===== src/rtl/dfd_trace_net_if.sv =====
// Trace network interface: drains packetizer FIFO entries into 64-byte lines
// and writes them to a line-aligned circular trace buffer over a valid/ready channel.
module dfd_trace_net_if #(
    parameter int unsigned FIFO_WIDTH_IN_BYTES = 16,
    parameter int unsigned BEATS_PER_LINE      = 4,
    parameter int unsigned ADDR_WIDTH          = 48,
    parameter int unsigned MAX_OUTSTANDING     = 4
) (
    input  logic                                            clock,
    input  logic                                            reset,
    input  logic                                            enable,
    input  logic [ADDR_WIDTH-1:0]                           cfg_base_addr,
    input  logic [ADDR_WIDTH-1:0]                           cfg_limit_addr,
    input  logic                                            cfg_wrap_enable,
    input  logic                                            tnif_req_in,
    input  logic [FIFO_WIDTH_IN_BYTES*8-1:0]                tnif_data_in,
    output logic                                            tnif_data_pull_out,
    input  logic                                            flush_req,
    output logic                                            flush_done,
    output logic                                            net_req_valid,
    input  logic                                            net_req_ready,
    output logic [ADDR_WIDTH-1:0]                           net_req_addr,
    output logic [FIFO_WIDTH_IN_BYTES*8*BEATS_PER_LINE-1:0] net_req_data,
    output logic [FIFO_WIDTH_IN_BYTES*BEATS_PER_LINE-1:0]   net_req_be,
    input  logic                                            net_resp_valid,
    output logic [ADDR_WIDTH-1:0]                           write_ptr,
    output logic [15:0]                                     wrap_count,
    output logic                                            buffer_full
);

    localparam int unsigned DW         = FIFO_WIDTH_IN_BYTES * 8;
    localparam int unsigned LINE_BYTES = FIFO_WIDTH_IN_BYTES * BEATS_PER_LINE;
    localparam int unsigned LINE_W     = DW * BEATS_PER_LINE;
    localparam int unsigned LB         = $clog2(LINE_BYTES);
    localparam int unsigned CW         = $clog2(BEATS_PER_LINE + 1);
    localparam int unsigned OW         = $clog2(MAX_OUTSTANDING + 1);

    localparam logic [CW-1:0]         LAST_BEAT  = CW'(BEATS_PER_LINE - 1);
    localparam logic [OW-1:0]         MAX_OS     = OW'(MAX_OUTSTANDING);
    localparam logic [ADDR_WIDTH-1:0] LINE_STEP  = ADDR_WIDTH'(LINE_BYTES);

    typedef enum logic [1:0] {
        IDLE,
        GATHER,
        SEND,
        STOPPED
    } state_e;

    state_e                    state_q;
    logic [ADDR_WIDTH-1:0]     write_ptr_q;
    logic [15:0]               wrap_count_q;
    logic                      buffer_full_q;
    logic [OW-1:0]             outstanding_q;
    logic [CW-1:0]             beat_cnt_q;
    logic [LINE_W-1:0]         line_q;
    logic [LINE_BYTES-1:0]     be_q;

    logic                      gather_exit;
    logic                      pull;
    logic                      accept;
    logic                      resp_take;
    logic                      at_limit;
    logic [ADDR_WIDTH-1:0]     base_line;

    always_comb begin
        base_line = cfg_base_addr;
        base_line[LB-1:0] = '0;
    end

    // An empty line with enable dropped leaves GATHER without popping, so no entry is lost.
    assign gather_exit = (state_q == GATHER) && !enable && (beat_cnt_q == '0);
    assign pull        = (state_q == GATHER) && tnif_req_in && !flush_req && !gather_exit;
    assign net_req_valid = (state_q == SEND) && (outstanding_q < MAX_OS);
    assign accept      = net_req_valid && net_req_ready;
    assign resp_take   = net_resp_valid && (outstanding_q != '0);
    assign at_limit    = (write_ptr_q[ADDR_WIDTH-1:LB] == cfg_limit_addr[ADDR_WIDTH-1:LB]);

    assign tnif_data_pull_out = pull;
    assign net_req_addr       = write_ptr_q;
    assign net_req_data       = line_q;
    assign net_req_be         = be_q;
    assign write_ptr          = write_ptr_q;
    assign wrap_count         = wrap_count_q;
    assign buffer_full        = buffer_full_q;
    assign flush_done         = flush_req && (state_q != SEND) && (beat_cnt_q == '0)
                                && (outstanding_q == '0) && !tnif_req_in;

    always_ff @(posedge clock) begin
        if (reset) begin
            state_q       <= IDLE;
            write_ptr_q   <= '0;
            wrap_count_q  <= '0;
            buffer_full_q <= 1'b0;
            outstanding_q <= '0;
            beat_cnt_q    <= '0;
            line_q        <= '0;
            be_q          <= '0;
        end else begin
            case ({accept, resp_take})
                2'b10:   outstanding_q <= outstanding_q + OW'(1);
                2'b01:   outstanding_q <= outstanding_q - OW'(1);
                default: outstanding_q <= outstanding_q;
            endcase

            case (state_q)
                IDLE: begin
                    if (enable) begin
                        state_q       <= GATHER;
                        write_ptr_q   <= base_line;
                        beat_cnt_q    <= '0;
                        buffer_full_q <= 1'b0;
                    end
                end
                GATHER: begin
                    if (pull) begin
                        for (int unsigned i = 0; i < BEATS_PER_LINE; i++) begin
                            if (beat_cnt_q == CW'(i)) begin
                                line_q[i*DW +: DW]                                   <= tnif_data_in;
                                be_q[i*FIFO_WIDTH_IN_BYTES +: FIFO_WIDTH_IN_BYTES]   <= '1;
                            end
                        end
                        beat_cnt_q <= beat_cnt_q + CW'(1);
                        if (beat_cnt_q == LAST_BEAT) begin
                            state_q <= SEND;
                        end
                    end else if (flush_req && (beat_cnt_q != '0)) begin
                        state_q <= SEND;
                    end else if (gather_exit) begin
                        state_q <= IDLE;
                    end
                end
                SEND: begin
                    if (accept) begin
                        beat_cnt_q <= '0;
                        line_q     <= '0;
                        be_q       <= '0;
                        if (at_limit) begin
                            if (cfg_wrap_enable) begin
                                write_ptr_q <= base_line;
                                if (wrap_count_q != '1) begin
                                    wrap_count_q <= wrap_count_q + 16'd1;
                                end
                                state_q <= GATHER;
                            end else begin
                                buffer_full_q <= 1'b1;
                                state_q       <= STOPPED;
                            end
                        end else begin
                            write_ptr_q <= write_ptr_q + LINE_STEP;
                            state_q     <= GATHER;
                        end
                    end
                end
                STOPPED: begin
                    if (!enable) begin
                        state_q <= IDLE;
                    end
                end
                default: state_q <= IDLE;
            endcase
        end
    end

endmodule


===== config.mk =====
export PLATFORM = sky130hd
export DESIGN_NAME = dfd_trace_net_if
export DESIGN_NICKNAME = d
export VERILOG_FILES = /design/src/rtl/dfd_trace_net_if.sv
export SDC_FILE = /design/constraint.sdc
export NUM_CORES = 1
export LEC_CHECK = 0
export CELL_PAD_IN_SITES_DETAIL_PLACEMENT = 1
export CELL_PAD_IN_SITES_GLOBAL_PLACEMENT = 1
export CORE_AREA = 2 2 361 363
export CTS_CLUSTER_SIZE = 40
export DETAILED_ROUTE_END_ITERATION = 10
export DIE_AREA = 0 0 363 365
export PLACE_DENSITY = 0.55
export SLEW_MARGIN = 20
export SYNTH_ARGS = -nofsm -noshare
export SYNTH_HDL_FRONTEND = slang
export SYNTH_SLANG_ARGS = --single-unit

===== constraint.sdc =====
create_clock -name clock -period 4.1 [get_ports clock]
set_input_delay 0.82 -clock clock [delete_from_list [all_inputs] [get_ports clock]]
set_output_delay 0.82 -clock clock [all_outputs]
set_load 0.01 [all_outputs]

==> summary.txt <==
Synth
  • Synth top cells by count: nor2_1, dfxtp_1, a21oi_1, nand2_1, clkbuf_1
  • Async SR Flop Fraction: 0%
  • Flops & latches, synth: 583
  • Count leader, synth: nor2_1
  • Cell Area, Synth: 23,600 um2
  • Post-synth cell types: 59
  • Synth Instances: 3,091
  • Number of synthesis warnings: 0
  • Sequential share of the synthesized area: 49.5%
  • Synth Area per Inst: 7.64 um2
  • EDFF count, synth: 0
  • Post-synth top area cell: dfxtp_1
  • Dominant cells by area after synthesis: dfxtp_1, nor2_1, a21oi_1, buf_4, nand2_1
  • Post-synth top area share: 49.5%
  • Most used DFF post-synth: dfxtp_1

Drt
  • Via density: 4.31
  • Vias: 23,900
  • Post-route ant nets: 0
  • Routed WL: 114,000 um
  • Drt pass-1 iters: 4
  • Drt drc: 0
  • Starting DRT DRC Count: 1,129
  • Wirelength per Cell: 20.5 um

Setup path
  • Critical Path Start: beat_cnt_q[0]
  • Capture point of the worst path: flush_done
  • FF-to-FF Start: beat_cnt_q[0]
  • Required time worst endpoint: 3.28 ns
  • Critical Path Start Type: flop
  • Crit path arrival time: 2.94 ns
  • WS Path Type: flop to output pin
  • Reg2reg setup slack: 0.80 ns
  • CP max FO: 5
  • Worst R2R Path Depth: 10
  • Crit path capture type: output pin
  • Reg-to-reg endpoint: net_req_data[209]

Global route
  • First-pass GRT wire length: 163,000 um
  • Global route total overflow: 0
  • Vias in the first global route: 23,900
  • Initial antenna violation count: 6
  • Largest net degree at the start of global routing: 117
  • Gr usage total: 16.4%

STA
  • Hold Fails Final Rpt: 0
  • Fmax: 266 MHz
  • RSZ-0062 raised after global routing: false
  • Worst-Margin Slew: 0.990 ns
  • Setup_tns: 0 ns
  • Clock Skews: 0.0234 ns
  • Final min period: 3.76 ns
  • Tcrit/Tclk final: 91.7%
  • Final setup viols: 0
  • Max-slew violation count: 0
  • Normalized max-slew margin: 33.7%

Placed design
  • Placed Instances: 5,404
  • DP Wirelength: 84,100 um
  • IO buf count: 899
  • RD Place Congestion: 0.823

Floorplanning
  • Die X: 363 um
  • Die height: 365 um
  • Site Rows: 132
  • Ports: 924
  • Core Box Area: 129,000 um2
  • Die area: 132,000 um2
  • Initial Utilization: 18.3%

Clock tree
  • Total CTS buffers: 78
  • Setup repair bufs after CTS: 0
  • Worst-path clk slew: 0.05 ns
  • # clock sinks: 583
  • Worst-Skew Late Latency: 0.66 ns
  • Maximum clock insertion buffer count: 3
  • H-tree levels: 3
  • CTS tree: done
  • CTS Root Cell: clkbuf_16

Power
  • Worst vdd ir: 0.000282 V
  • Tot Pwr: 13.9 mW
  • Pleak: 13.6 nW
  • Power Density: 381 nW/um2

Min path
  • HP Start: net_req_data[212]
  • Worst Hold Class: flop to flop

Flow run
  • Max-cap violation count: 0

Final layout
  • Nets: 4,050
  • Layout area overhead: 54.4%
  • Final Util: 28.3%
  • Layout Cells excl Fill: 5,551
  • Layout cells sized above 1: 5.79%

Run status
  • Outcome: finished, final reports clean
worst max-delay path: stages (launching register included):
cell,delay (ns)
dfxtp_1,0.34
inv_1,0.10
ha_1,0.16
nor2b_1,0.51
nand4_1,0.27
nor4_1,0.24
clkdlybuf4s50_1,0.66
cells in the final DEF (no fill, tap or decap), types with 26 or more instances in the layout:
cell type / Yosys / layout
clkbuf_16: 0 / 80
nor2_1: 983 / 981
xor2_1: 36 / 36
nand2_1: 218 / 217
buf_4: 117 / 57
a21oi_1: 559 / 556
a32o_1: 26 / 26
nand3_1: 75 / 75
dfxtp_1: 583 / 583
clkdlybuf4s50_1: 0 / 898
how the worst min path moves through the flow:
stage	end	slack [ns]	cells after the start
after global placement	net_req_data[212]	0.45	1
after CTS	net_req_data[212]	0.47	1
final	net_req_data[212]	0.46	1
after detailed placement	net_req_data[212]	0.45	1
after global routing	net_req_data[212]	0.47	1
after floorplan	beat_cnt_q[1]	0.46	2
report_power, final:
| part | internal [mW] | switching [mW] |
|---|---|---|
| combinational | 0.567 | 0.696 |
| clock | 3.96 | 2.79 |
| sequential | 5.75 | 0.109 |
flip-flops by register name (all words and copies together), names as in the netlist:
name and flops:
net_req_data 512, net_req_addr 42, beat_cnt_q 3, outstanding_q 3
net_req_be 4, buffer_full 1, wrap_count 16, state_q 2
stage by stage:
stage / cell area [um2] / hold slack [ns] / worst slack [ns]
3_3_place_gp: 33900 / 0.447 / 0.242
4_1_cts: 36400 / 0.467 / 0.128
5_1_grt: 36400 / 0.474 / 0.0978
2_1_floorplan: 23600 / 0.465 / 0.941
3_5_place_dp: 33900 / 0.454 / 0.160
6_report: 36400 / 0.464 / 0.342
cell type report:
class                   instances  area (um2)
fillers                     15200       92200
inverters                      16        60.1
flip-flops and latches        583       11700
repair buffers                976        9830
multi-input cells            2154       10200
well taps                    1675        2100
clock buffers                 117        2300
diodes                          6        15.0
clock inverters                24         224
layer usage:
| layer | wire [um] | GRT usage (%) | up-vias | part of all wire, % |
|---|---|---|---|---|
| met5 | 13 | 0 | - | 0.011 |
| met4 | 2670 | 4.71 | 2 | 2.4 |
| met3 | 8170 | 5.31 | 140 | 7.2 |
| met2 | 56100 | 28.7 | 618 | 49 |
| met1 | 46600 | 19.1 | 11600 | 41 |
| li1 | - | - | 11600 | - |
cells by family after synthesis:
| group | count (synthesis) | share of synthesized area, % |
|---|---|---|
| AND/OR/NAND/NOR | 1400 | 24.2 |
| adder cells (fa/ha/maj) | 9 | 0.509 |
| flip-flops | 583 | 49.5 |
| XOR/XNOR | 58 | 2.15 |
| other | 1 | 0.0159 |
| buffers and inverters | 365 | 7.72 |
| multiplexers | 2 | 0.0848 |
| AO/OA/AOI/OAI | 673 | 15.9 |
repair_timing:
action / in CTS / in global routing
resized for setup: 0 / 1
hold buffers: 0 / 0
endpoints found under the setup margin: 0 / 1
Power figures use the tool's default switching activity.
